**config.mk**
```make
export PLATFORM = sky130hd
export DESIGN_NAME = multi_chan_pulse_gen
export DESIGN_NICKNAME = d
export VERILOG_FILES = /design/src/rtl/multi_chan_pulse_gen_pkg.sv /design/src/rtl/pulse_gen_chan.sv /design/src/rtl/multi_chan_pulse_gen.sv
export SDC_FILE = /design/constraint.sdc
export NUM_CORES = 1
export LEC_CHECK = 0
export CAP_MARGIN = 20
export CORE_MARGIN = 3
export CORE_UTILIZATION = 47
export DETAILED_ROUTE_END_ITERATION = 16
export PLACE_DENSITY = 0.73
export SLEW_MARGIN = 20
export SYNTH_ARGS = -nofsm -noshare
export SYNTH_HDL_FRONTEND = slang
export SYNTH_SLANG_ARGS = --single-unit
```
**constraint.sdc**
```tcl
create_clock -name clk -period 7.9 [get_ports clk]
set_input_delay 1.185 -clock clk [delete_from_list [all_inputs] [get_ports clk]]
set_output_delay 1.185 -clock clk [all_outputs]
set_load 0.005 [all_outputs]
```
**src/rtl/multi_chan_pulse_gen_pkg.sv**
```systemverilog
`default_nettype none
// ============================================================================
// Module  : multi_chan_pulse_gen_pkg
// Purpose : Shared types and default widths for the multi-channel periodic
//           pulse generator and its per-channel engine.
// Ports   : none (package)
// Config  : PULSE_BURST_EN selects the burst-count feature in the users of
//           this package; the package itself is build-independent.
// Revision: 1.0  initial release
// ============================================================================
package multi_chan_pulse_gen_pkg;

  localparam int CNT_W_DEF   = 8;
  localparam int BURST_W_DEF = 4;

  typedef logic [CNT_W_DEF-1:0]   cnt_t;
  typedef logic [BURST_W_DEF-1:0] burst_t;

endpackage
`default_nettype wire

```
**src/rtl/pulse_gen_chan.sv**
```systemverilog
`default_nettype none
// ============================================================================
// Module  : pulse_gen_chan
// Purpose : One pulse-generator channel: shadow config, active config,
//           period counter, width compare, optional burst limiter.
// Ports   : clk, rst (async, active-high)
//           en        run enable (level); low pauses the count
//           sclr      synchronous clear of counter/outputs, config kept
//           cfg_load  capture period_in/width_in(/burst_in) into shadow
//           pulse     registered pulse output
//           wrap      registered strobe on the last cycle of each period
//           done      (PULSE_BURST_EN only) strobe on the final burst wrap
// Config  : macro PULSE_BURST_EN adds burst_in/done and the burst limiter.
// Revision: 1.0  initial release
// ============================================================================
module pulse_gen_chan
  import multi_chan_pulse_gen_pkg::*;
#(
  parameter int CNT_W   = CNT_W_DEF
`ifdef PULSE_BURST_EN
  ,parameter int BURST_W = BURST_W_DEF
`endif
) (
  input  logic             clk,
  input  logic             rst,
  input  logic             en,
  input  logic             sclr,
  input  logic             cfg_load,
  input  logic [CNT_W-1:0] period_in,
  input  logic [CNT_W-1:0] width_in,
`ifdef PULSE_BURST_EN
  input  logic [BURST_W-1:0] burst_in,
  output logic               done,
`endif
  output logic             pulse,
  output logic             wrap
);

  localparam logic [CNT_W-1:0] ONE = CNT_W'(1);

  logic [CNT_W-1:0] period_q, width_q, sh_period, sh_width, cnt_q;
  logic             sh_valid, pulse_q, wrap_q, stopped;
  logic [CNT_W-1:0] eff_width, thresh, new_period, new_width;
  logic             running, last, wrapping, apply;

  always_comb begin
    // Clamp width to the period so the threshold never underflows.
    eff_width  = (width_q > period_q) ? period_q : width_q;
    thresh     = period_q - eff_width;
    running    = en && (period_q != '0) && !stopped;
    last       = (cnt_q == period_q - ONE);
    wrapping   = running && last;
    // Idle channels take a pending shadow at once; running channels only at
    // a period boundary, where a same-cycle load is taken straight from the
    // inputs so it lands on this wrap rather than the next one.
    apply      = (sh_valid && !running) || (wrapping && (sh_valid || cfg_load));
    new_period = cfg_load ? period_in : sh_period;
    new_width  = cfg_load ? width_in  : sh_width;
  end

  always_ff @(posedge clk or posedge rst) begin
    if (rst) begin
      period_q  <= '0;
      width_q   <= '0;
      sh_period <= '0;
      sh_width  <= '0;
      sh_valid  <= 1'b0;
      cnt_q     <= '0;
      pulse_q   <= 1'b0;
      wrap_q    <= 1'b0;
    end else begin
      if (cfg_load) begin
        sh_period <= period_in;
        sh_width  <= width_in;
      end
      if (sclr) begin
        cnt_q    <= '0;
        pulse_q  <= 1'b0;
        wrap_q   <= 1'b0;
        sh_valid <= sh_valid | cfg_load;
      end else begin
        // Outputs reflect the count just consumed, so the Nth enabled edge
        // shows position N of the period.
        pulse_q <= running && (cnt_q >= thresh);
        wrap_q  <= wrapping;
        if (apply) begin
          period_q <= new_period;
          width_q  <= new_width;
          cnt_q    <= '0;
          sh_valid <= 1'b0;
        end else begin
          if (cfg_load) sh_valid <= 1'b1;
          if (running) cnt_q <= last ? '0 : cnt_q + ONE;
        end
      end
    end
  end

  assign pulse = pulse_q;
  assign wrap  = wrap_q;

`ifdef PULSE_BURST_EN
  localparam logic [BURST_W-1:0] BONE = BURST_W'(1);

  logic [BURST_W-1:0] burst_q, sh_burst, bcnt;
  logic               done_q, final_wrap;

  assign final_wrap = wrapping && (burst_q != '0) && (bcnt == burst_q - BONE);

  always_ff @(posedge clk or posedge rst) begin
    if (rst) begin
      burst_q  <= '0;
      sh_burst <= '0;
      bcnt     <= '0;
      stopped  <= 1'b0;
      done_q   <= 1'b0;
    end else begin
      if (cfg_load) sh_burst <= burst_in;
      if (sclr) begin
        bcnt    <= '0;
        stopped <= 1'b0;
        done_q  <= 1'b0;
      end else begin
        done_q <= final_wrap;
        if (apply) begin
          burst_q <= cfg_load ? burst_in : sh_burst;
          bcnt    <= '0;
          stopped <= 1'b0;
        end else if (!en) begin
          // Dropping the enable re-arms a finished burst.
          bcnt    <= '0;
          stopped <= 1'b0;
        end else if (final_wrap) begin
          bcnt    <= '0;
          stopped <= 1'b1;
        end else if (wrapping && (burst_q != '0)) begin
          bcnt <= bcnt + BONE;
        end
      end
    end
  end

  assign done = done_q;
`else
  assign stopped = 1'b0;
`endif

endmodule
`default_nettype wire

```
**src/rtl/multi_chan_pulse_gen.sv**
```systemverilog
`default_nettype none
// ============================================================================
// Module  : multi_chan_pulse_gen
// Purpose : NUM_CH independent programmable periodic pulse generators.
// Ports   : clk, rst (async, active-high)
//           en_i[NUM_CH]        per-channel run enable
//           sclr_i              synchronous clear of all counters
//           cfg_load_i[NUM_CH]  per-channel shadow capture strobe
//           period_i/width_i    packed CNT_W slices, ch k at [k*CNT_W +: CNT_W]
//           pulse_o[NUM_CH]     registered pulses
//           wrap_o[NUM_CH]      last-cycle-of-period strobes
//           burst_i/done_o      only with PULSE_BURST_EN
// Config  : macro PULSE_BURST_EN enables burst-limited operation.
// Revision: 1.0  initial release
// ============================================================================
module multi_chan_pulse_gen
  import multi_chan_pulse_gen_pkg::*;
#(
  parameter int NUM_CH  = 4,
  parameter int CNT_W   = CNT_W_DEF
`ifdef PULSE_BURST_EN
  ,parameter int BURST_W = BURST_W_DEF
`endif
) (
  input  logic                    clk,
  input  logic                    rst,
  input  logic [NUM_CH-1:0]       en_i,
  input  logic                    sclr_i,
  input  logic [NUM_CH-1:0]       cfg_load_i,
  input  logic [NUM_CH*CNT_W-1:0] period_i,
  input  logic [NUM_CH*CNT_W-1:0] width_i,
`ifdef PULSE_BURST_EN
  input  logic [NUM_CH*BURST_W-1:0] burst_i,
  output logic [NUM_CH-1:0]         done_o,
`endif
  output logic [NUM_CH-1:0]       pulse_o,
  output logic [NUM_CH-1:0]       wrap_o
);

  for (genvar k = 0; k < NUM_CH; k++) begin : g_ch
    pulse_gen_chan #(
      .CNT_W     (CNT_W)
`ifdef PULSE_BURST_EN
      ,.BURST_W  (BURST_W)
`endif
    ) u_chan (
      .clk       (clk),
      .rst       (rst),
      .en        (en_i[k]),
      .sclr      (sclr_i),
      .cfg_load  (cfg_load_i[k]),
      .period_in (period_i[k*CNT_W +: CNT_W]),
      .width_in  (width_i[k*CNT_W +: CNT_W]),
`ifdef PULSE_BURST_EN
      .burst_in  (burst_i[k*BURST_W +: BURST_W]),
      .done      (done_o[k]),
`endif
      .pulse     (pulse_o[k]),
      .wrap      (wrap_o[k])
    );
  end

endmodule
`default_nettype wire

```
; ---- Word-level counts from Yosys, hierarchy flattened
; Cells that the tools add are included.
[word_totals]
reg_bits = 172
inputBits = 75
output_inout_bits = 8
word_cells = 157
[op_classes]
n_addsub = 12
magnitude_cmp = 8
eq_ne = 4
n_mux = 48
bitwise_logic = 5
n_reduce_logical = 48
[op_table]
columns = op, n
row1 = $mux W8, 28
row2 = $add A8 B1 Y8 const B, 4
row3 = $eq A8 B8 Y1, 4
row4 = $ge A8 B8 Y1, 4
row5 = $gt A8 B8 Y1, 4
row6 = $reduce_bool A8 Y1, 4
row7 = $sub A8 B1 Y8 const B, 4
row8 = $sub A8 B8 Y8, 4
row9 = $reduce_bool A3 Y1, 8
row10 = $logic_and A1 B1 Y1, 20
row11 = $mux W1, 20
row12 = $logic_or A1 B1 Y1, 8
row13 = $reduce_and A2 Y1, 4
row14 = $logic_not A1 Y1, 4
row15 = $or A1 B1 Y1, 4
row16 = $not A1 Y1, 1

; ---- Depth between registers and ports, before layout
; Gate-level depths: netlist of run 1.
[logic_depth]
word_depth = 7
mapped_depth = 21
depth_no_buf = 20

; ---- By module
; A second synthesis of run 1 with hierarchy kept.
[hier_totals]
hier_cells = 983
area_unflattened_um2 = 11044.3
[by_module_without_submodules]
columns = mod, n_inst, cells_per_inst, area_per_inst_um2, seq_area_each_um2
row1 = pulse_gen_chan (g_ch[0].u_chan ...), 3, 245, 2771.4, 1076.0
row2 = pulse_gen_chan (g_ch[3].u_chan), 1, 248, 2730.1, 1076.0

; ---- Least setup slack after synthesis of run 1
; No wires, ideal clock.
[synth_timing]
path_kind = register to register
start = register g_ch[1].u_chan.period_q[1]
end = register g_ch[1].u_chan.pulse_q
setup_time_ns = 0.078
arrival_time_ns = 4.018
required_ns = 7.822
slack_ns = 3.804
stages_incl_launch_ff = 20
n_path_buf = 0
synth_period_minus_slack_ns = 4.096
cell_sequence = dfrtp_1 > inv_1 > ha_1 > nor2b_1 > o21a_1 > o21a_1 > o21ai_0 > a21oi_1 > mux2_2 > fa_1 > nor2b_1 > o21ai_0 > nand2b_1 > a21o_1 > a21oi_1 > xor2_1 > ha_1 > o21ai_0 > or3_1 > a21oi_1
[synth_via]
elab_chain_cells = 6
word_cells_on_any_way = 8
cone_classes = add/sub (1) / order compare (2) / mux (2) / reduce/logical (3)
[synth_rtl]
columns = item, line_no
row1 = start: declaration, pulse_gen_chan.sv:41  ; logic [CNT_W-1:0] period_q, width_q, sh_period, sh_width, cnt_q;
row2 = start signal: assignment, pulse_gen_chan.sv:87  ; period_q <= new_period;
row3 = $gt A8 B8 Y1, pulse_gen_chan.sv:48  ; eff_width = (width_q > period_q) ? period_q : width_q;
row4 = $mux W8, pulse_gen_chan.sv:48
row5 = $sub A8 B8 Y8, pulse_gen_chan.sv:49  ; thresh = period_q - eff_width;
row6 = $ge A8 B8 Y1, pulse_gen_chan.sv:84  ; pulse_q <= running && (cnt_q >= thresh);
row7 = $logic_and A1 B1 Y1 (*), pulse_gen_chan.sv:84
row8 = $mux W1 (*), pulse_gen_chan.sv:76  ; if (sclr) begin
row9 = end signal: assignment, pulse_gen_chan.sv:84
row10 = end: declaration, pulse_gen_chan.sv:42  ; logic sh_valid, pulse_q, wrap_q, stopped;
; Mark *: on every way between the ends. The rest lies on a longest branch, timed or not.
; A chain may end at the register's enable or synchronous reset.

; ---- Worst setup path after layout of run 1
[layout_timing]
start = register g_ch[3].u_chan.period_q[1]
end = register g_ch[3].u_chan.pulse_q
[layout_via]
elab_chain_cells = 6
word_cells_on_any_way = 8
cone_classes = add/sub (1) / order compare (2) / mux (2) / reduce/logical (3)
[layout_rtl]
columns = item, line_no
row1 = start: declaration, pulse_gen_chan.sv:41
row2 = start signal: assignment, pulse_gen_chan.sv:87
row3 = $gt A8 B8 Y1, pulse_gen_chan.sv:48
row4 = $mux W8, pulse_gen_chan.sv:48
row5 = $sub A8 B8 Y8, pulse_gen_chan.sv:49
row6 = $ge A8 B8 Y1, pulse_gen_chan.sv:84
row7 = $logic_and A1 B1 Y1 (*), pulse_gen_chan.sv:84
row8 = $mux W1 (*), pulse_gen_chan.sv:76
row9 = end signal: assignment, pulse_gen_chan.sv:84
row10 = end: declaration, pulse_gen_chan.sv:42
; Marks and branches as above.

==> results of run 1 <==
==> power groups by stage <==
stage                     registers [mW]  clock network (mW)  logic (mW)
final                               1.19               0.866        1.95
after global routing                1.22               0.924        2.24
after floorplan                     1.11                   0        1.63
after detailed placement            1.21                   0        1.94
after CTS                           1.19               0.890        1.97
after global placement              1.20                   0        1.88
==> final timing paths <==
kind | startpoint | end | cells after the start
max in group asynchronous | rst | g_ch[2].u_chan.cnt_q[1] | 3
hold / removal | g_ch[3].u_chan.sh_width[4] | g_ch[3].u_chan.sh_width[4] | 1
min in group asynchronous | rst | g_ch[1].u_chan.period_q[4] | 2
hold reg to reg | g_ch[3].u_chan.sh_width[4] | g_ch[3].u_chan.sh_width[4] | 1
setup / recovery | g_ch[3].u_chan.period_q[1] | g_ch[3].u_chan.pulse | 18
setup reg to reg | g_ch[3].u_chan.period_q[1] | g_ch[3].u_chan.pulse | 18
==> final cells by class <==
type / instances / share of cell area
multi-input cells: 816 / 0.505
flip-flops and latches: 172 / 0.329
repair buffers: 91 / 0.0694
clock buffers: 19 / 0.0339
well taps: 319 / 0.0305
inverters: 70 / 0.0205
clock inverters: 13 / 0.0119
==> logic make-up after synthesis <==
| family | Yosys count |
|---|---|
| AND/OR/NAND/NOR | 309 |
| XOR/XNOR | 75 |
| adder cells (fa/ha/maj) | 104 |
| AO/OA/AOI/OAI | 185 |
| buffers and inverters | 128 |
| flip-flops | 172 |
| multiplexers | 143 |
==> flip-flops by register name, summed over array words and instances (netlist names) <==
name	count
g_ch.u_chan.wrap	4
g_ch.u_chan.period_q	32
g_ch.u_chan.cnt_q	32
g_ch.u_chan.width_q	32
g_ch.u_chan.sh_period	32
g_ch.u_chan.sh_valid	4
g_ch.u_chan.pulse	4
g_ch.u_chan.sh_width	32
==> worst max-delay path, cell delays in order, from the launching register on <==
cell and delay (ps):
dfrtp_1 500, inv_1 160, ha_1 320, nor2b_1 130
o21a_1 120, o21a_1 100, o21ai_0 100, a21oi_1 770
mux2_2 430, fa_1 420, nor2b_1 130, o21ai_0 80
nand2b_1 120, a21o_1 140, a21oi_1 80, xor2_1 150
ha_1 270, o21a_1 160, o2111a_1 240
==> stage by stage <==
| stage | total power [mW] | utilization | area (µm²) | hold WS, ps | cells |
|---|---|---|---|---|---|
| 2_1_floorplan | 2.74 | - | 11400 | 468 | 1116 |
| 3_3_place_gp | 3.08 | 0.526 | 12500 | 477 | 1467 |
| 3_5_place_dp | 3.15 | 0.526 | 12500 | 483 | 1467 |
| 4_1_cts | 4.05 | 0.551 | 13100 | 497 | 1499 |
| 5_1_grt | 4.39 | 0.552 | 13100 | 507 | 1500 |
| 6_report | 4.01 | 0.552 | 13100 | 493 | 1500 |
==> cells in the final DEF, fill, tap and decap left out, types with 4 or more instances in the layout <==
master and n:
nand3b_1 8, o21ai_0 43, ha_1 100, nand2b_1 15
o211ai_1 5, a21oi_1 35, xnor2_1 46, a31oi_1 10
nor2_1 38, nand2_1 58, buf_4 8, nand4_1 23
o221ai_1 4, dfrtp_1 172, mux2_4 9, nor2b_1 22
nand3_1 63, o221a_2 12, xor2_1 28, or3_1 14
o2111ai_1 4, o21a_1 9, clkbuf_16 17, inv_1 69
nor4_1 7, inv_6 5, a21o_1 20, fa_1 4
clkdlybuf4s50_1 82, nor3_1 31, mux2_2 106, and3_1 9
mux2i_1 28, a211oi_1 6
==> routing by layer <==
metal | share of wire | global-route usage
met4 | 0.012 | 0.0427
met2 | 0.47 | 0.315
met1 | 0.48 | 0.259
met5 | 0 | 0
met3 | 0.035 | 0.0334
==> results, run 1 <==
- The run finished with clean final reports.
- Once the clock tree was built, the resizer swapped 0 gates to a different size.
- Averaged over all synthesized cells, the footprint is 10.2 µm².
- The share of the Yosys chip area taken by registers is 0.377.
- The share of async-settable or async-resettable flops after synthesis is 1.00.
- The filler cells instantiated in the layout total 2135.
- The boundary pin count is 83.
- Across every metal layer, demand over resource in global routing totals 0.189.
- The area fraction in compound gates after synthesis is 0.118.
- TritonCTS built the clock tree.
- STA classifies the critical path endpoint as a flop.
- The CTS buffer count is 17.
- The initial antenna violation count is 0.
- The required time reported for the critical path endpoint is 8210 ps.
- The clock share of power is 0.216.
- Setup repair after global routing left no endpoint under its margin.
- The detail-routed net length per standard cell is 16.1 µm.
- After synthesis, the cell types taking the most area are dfrtp_1 (38%), ha_1 (11%), mux2_2 (10%).
- When the netlist entered floorplanning its net count stood at 1295.
- The number of optimization iterations in the first detailed-route pass is 5.
- The maximum vdd drop is 0.141 mV.
- The share of total power dissipated in sequential elements is 0.297.
- The slew at the pin closest to its max-slew limit is 1090 ps.
- The core region is 23700 µm².
- Data on the critical path arrives at its endpoint at 4850 ps.
- The detailed router placed 8487 vias in this run.
- The H-tree was split into 4 levels.
- The worst setup path is of the flop to flop kind.
- The overall overflow remaining after global route is 0.
- The final setup violation count is 0.
- The minimum setup slack among reg-to-reg paths is 3360 ps.
- Summing every instance area after synthesis gives 11400 µm².
- The number of pins exceeding their max-slew limit in the final report is 0.
- Of the total power, combinational logic draws 0.487.
- Of the total power, the share spent switching nets is 0.379.
- In this run the core area contains 56 standard-cell rows.
- Across the whole layout, storage elements account for 4300 µm².
- Of the post-synthesis cell area, the dominant cell type holds 0.377.
- The XOR/XNOR share of the synthesized area is 0.0587.
- The routed design has 24200 µm of wire.
- In this run the tightest slew margin relative to its limit is 0.269.
- The flip-flop and latch count after synthesis is 172.
- The maximum fanout along the worst path is 8.
- The count of mapped cells out of synthesis is 1116.
- In the routed design, unresolved DRC markers number 0.
- The tree is rooted in a clkbuf_16.
- The first global-routing pass estimated 41100 µm of wire.
- The final clock skew is 11.1 ps.
- The number of port buffers is 82.
- The combinational family with the most area after synthesis is simple AND/OR/NAND/NOR gates.
- The portion of the clock cycle consumed by the worst path in the final layout is 0.575.
- The Yosys step of the flow raised 0 warnings.
- The chip height is 162 µm.
- For the final routed database, the setup TNS stands at 0 ps.
- Of the total synthesized cell area, the portion taken by AND, OR, NAND and NOR gates is 0.142.
- The worst min-delay path class is flop to flop.
- The power density over the cells is 307 nW/µm².
- Summing all multi-input logic gate instances after layout gives 6610 µm².
- The net count of the finished layout is 1347.
- The most instantiated flip-flop cell in the synthesis netlist is dfrtp_1.
- The internal power consumption is 2.49 mW.
- The cts-stage hold buffer count is 0.
- In the post-route analysis, the smallest setup slack over all paths is 3360 ps.
- The clock latency on the worst-skew pair is 430 ps.
- The fraction of final layout cells with drive strength greater than 1 is 0.154.
- The tree built by TritonCTS fans out to 172 sinks.
- The mux share of post-synthesis cell area is 0.141.
- The diode insertion count for antenna repair is 0.
- Counting instances in the post-synthesis netlist gives the leading cell types as dfrtp_1 (172), mux2_2 (106), ha_1 (100).
- STA classifies the critical path startpoint as a flop.
- The maximum achievable frequency is 220 MHz.
- The via count of the first global-routing pass is 8521.
- The weighted congestion at the end of routability-driven global placement is 0.840.
- The number of buffers on the longest clock path is 2.
- The most frequently used cell type in the post-synthesis netlist is dfrtp_1.
- The antenna violation net count after detailed routing is 0.
- Dividing the detail-routed via count by the number of cells gives 5.66.
- The setup slack at placement is 3360 ps.
- For the finished layout, the period the worst path requires is 4540 ps.
- For this configuration, the core starts out at a cell density of 0.482.
- The signed area change from the synthesized netlist to the final layout is 14.5%.
- The number of library cell types mapped by synthesis is 72.
- The analysis attributes to cell leakage a power of 5.83 nW.
- The die area is 26200 µm².
- The floorplan step set the die width to 162 µm.
- The violation count after the first detailed-route iteration is 454.
- The max-cap violation count is 0.
- The net switching component of the power is 1.52 mW.
- Yosys mapped a number of flops with a built-in enable equal to 0.
- The clock-pin slew on the worst setup and hold paths is 70 ps.
- Summed over all instances, the cell type with the most area after synthesis is dfrtp_1.
- The number of endpoints with negative hold slack in the final report is 0.
- The pin count of the biggest net entering global routing is 112.
- The buffers inserted during post-CTS setup optimization is 0.
- The half-perimeter wire length of the detailed placement result is 17300 µm.
- The post-synthesis adder-cell area fraction is 0.117.
Note: power is estimated with default switching activity, not from simulation.
==> run 2, diff against run 1 <==
==> constraint.sdc (replaced) <==
create_clock -name clk -period 4.6 [get_ports clk]
set_input_delay 0.69 -clock clk [delete_from_list [all_inputs] [get_ports clk]]
set_output_delay 0.69 -clock clk [all_outputs]
set_load 0.005 [all_outputs]
==> results, run 2 (same netlist as run 1, synthesis figures left out) <==
- The chip height is 162 µm (unchanged).
- The half-perimeter wire length of the detailed placement result is 17800 µm (was 17300 µm).
- The clock latency on the worst-skew pair was 430 ps (about the same).
- The violation count after the first detailed-route iteration was 368 (was 454).
- The headroom to the max-slew limit was 0.364 (was 0.269).
- The clock root buffer is clkbuf_16 (unchanged).
- The antenna violation net count after detailed routing is 0 (unchanged).
- The die span in x is 162 µm (unchanged).
- The number of optimization iterations in the first detailed-route pass is 5 (unchanged).
- The final setup violation count was 0 (unchanged).
- The class of the most critical setup path is flop to flop (unchanged).
- The signed area change from the synthesized netlist to the final layout was 16.4% (was 14.5%).
- The number of nets in the layout is 1373 (was 1347).
- The portion of the clock cycle consumed by the worst path in the final layout was 0.933 (was 0.575).
- The number of cells in the design after placement came to 1494 (was 1467).
- The required time reported for the critical path endpoint is 4940 ps (was 8210 ps).
- The TritonCTS clock tree was built (unchanged).
- Commonest non-fill, non-tap cells in the layout: dfrtp_1 (172), mux2_2 (106), ha_1 (100), clkdlybuf4s50_1 (82), inv_1 (69) (unchanged).
- The final period demand of the worst path is 4290 ps (was 4540 ps).
- The post-route DRC violation count is 0 (unchanged).
- The number of endpoints with negative hold slack in the final report came to 0 (unchanged).
- The post-layout utilization of the core is 0.562 (was 0.552).
- The number of port buffers was 82 (unchanged).
- The overall track demand over capacity in global routing was 0.193 (was 0.189).
- The number of pins exceeding their max-slew limit in the final report was 0 (unchanged).
- The initial core utilization is 0.482 (unchanged).
- The critical path launch point type is a flop (unchanged).
- The leakage power of the design is 5.95 nW (was 5.83 nW).
- The count of instances resized after the clock tree is built is 1 (was 0).
- The die area was 26200 µm² (unchanged).
- The maximum vdd drop is 0.248 mV (was 0.141 mV).
- The power density over the cells is 535 nW/µm² (was 307 nW/µm²).
- The maximum achievable frequency came to 233 MHz (was 220 MHz).
- The worst setup margin was 309 ps (was 3360 ps).
- The number of buffers on the longest clock path is 2 (unchanged).
- The maximum level of the CTS H-tree is 4 (unchanged).
- The sum of negative setup slack is 0 ps (unchanged).
- The via density per instance came to 5.63 (was 5.66).
- The initial antenna violation count is 1 (was 0).
- The pin count of the biggest net entering global routing is 64 (was 112).
- The first-pass GRT wire length is 42100 µm (was 41100 µm).
- The clock-pin slew on the worst setup and hold paths is 70 ps (about the same).
- The buffers inserted during post-CTS setup optimization was 0 (unchanged).
- The CTS buffer count was 17 (unchanged).
- The met1 capacity usage during global routing is 0.261 (was 0.259).
- The core area came to 23700 µm² (unchanged).
- The weighted congestion at the end of routability-driven global placement was 0.854 (was 0.840).
- The most frequent standard cell in the layout excluding fill and tap cells is dfrtp_1 (unchanged).
- The kind of end point of the critical path is a flop (unchanged).
- The global-route met2 utilization is 0.320 (was 0.315).
- The final non-filler cell total is 1525 (was 1500).
- The maximum fanout along the worst path is 8 (unchanged).
- The cts-stage hold buffer count is 0 (unchanged).
- The diode insertion count for antenna repair is 0 (unchanged).
- The setup slack at placement was 60.0 ps (was 3360 ps).
- The final clock skew is 10.2 ps (was 11.1 ps).
- The total number of vias is 8591 (was 8487).
- The detail-routed net length per standard cell is 16.3 µm (was 16.1 µm).
- The boundary pin count is 83 (unchanged).
- The worst min-delay path class is flop to flop (unchanged).
- Unrepaired setup endpoints after global routing: no (unchanged).
- The overall overflow remaining after global route came to 0 (unchanged).
- Run status: complete, no violations (unchanged).
- The fraction of final layout cells with drive strength greater than 1 is 0.175 (was 0.154).
- The via count of the first global-routing pass is 8727 (was 8521).
- The busiest layer in global routing is met2 (unchanged).
- The arrival time of data at the critical path endpoint was 4640 ps (was 4850 ps).
- The total routed wirelength is 24900 µm (was 24200 µm).
- The row count is 56 (unchanged).
- The max-cap violation count was 0 (unchanged).
- The standard cell area after detailed placement is 12700 µm² (was 12500 µm²).
- The clock sink count is 172 (unchanged).
- The post-route cell area is 13300 µm² (was 13100 µm²).
- The slew at the pin closest to its max-slew limit is 950 ps (was 1090 ps).
- The met3 demand-to-capacity share in global routing is 0.0329 (was 0.0334).
[run 2: changes by cell type in the layout (fill, tap and decap cells not counted), sizes merged]
cell    previous run  this run
clkbuf            19        17
inv               77        76
clkinv             3         4
buf                9        35
bufinv             2         3
[run 2: area by class of cell]
class	instances	area (µm²)
clock buffers	17	425
clock inverters	14	184
fillers	2108	10400
inverters	70	267
multi-input cells	816	6630
flip-flops and latches	172	4300
well taps	319	399
repair buffers	117	1100
[run 2: where the power goes]
group | leakage, nW | internal [mW] | switching [mW]
Sequential | 2.07 | 1.74 | 0.223
Combinational | 3.58 | 1.80 | 1.83
Clock | 0.303 | 0.869 | 0.662
Total | 5.95 | 4.41 | 2.71
[run 2: critical path, cell delays in order, from the launching register on]
cell and delay, ps:
dfrtp_1 480, inv_1 150, ha_1 310, nor2b_1 130, o21a_1 160, o21a_1 170, o21ai_1 270, a21oi_4 170
mux2i_1 150, ha_1 220, fa_1 410, nor2b_1 140, o21ai_0 90, nand2b_1 110, a21o_1 120, a21oi_1 70
xor2_1 140, ha_1 270, o21ai_0 80, or3_1 380, a21oi_1 170
[run 2: per-layer routing]
layer	routed length, µm	share of wire
met2	11800	0.47
met4	433	0.017
met3	823	0.033
met5	13	0.00052
met1	11800	0.48
[run 2: metrics by stage]
stage / hold WS (ps) / total power, mW
CTS: 499 / 7.13
global route: 503 / 7.71
global placement: 476 / 5.37
finish: 493 / 7.12
detailed placement: 483 / 5.50
floorplan: 468 / 4.71
[run 2: final timing paths]
check | cells past startpoint | endpoint | slack (ps) | from
min in group asynchronous | 2 | g_ch[1].u_chan.pulse | 730 | rst
max | 20 | g_ch[1].u_chan.pulse | 310 | g_ch[1].u_chan.period_q[1]
max in group asynchronous | 3 | g_ch[1].u_chan.sh_period[7] | 3070 | rst
max reg2reg | 20 | g_ch[1].u_chan.pulse | 310 | g_ch[1].u_chan.period_q[1]
min reg2reg | 1 | g_ch[3].u_chan.sh_width[4] | 490 | g_ch[3].u_chan.sh_width[4]
min | 1 | g_ch[3].u_chan.sh_width[4] | 490 | g_ch[3].u_chan.sh_width[4]
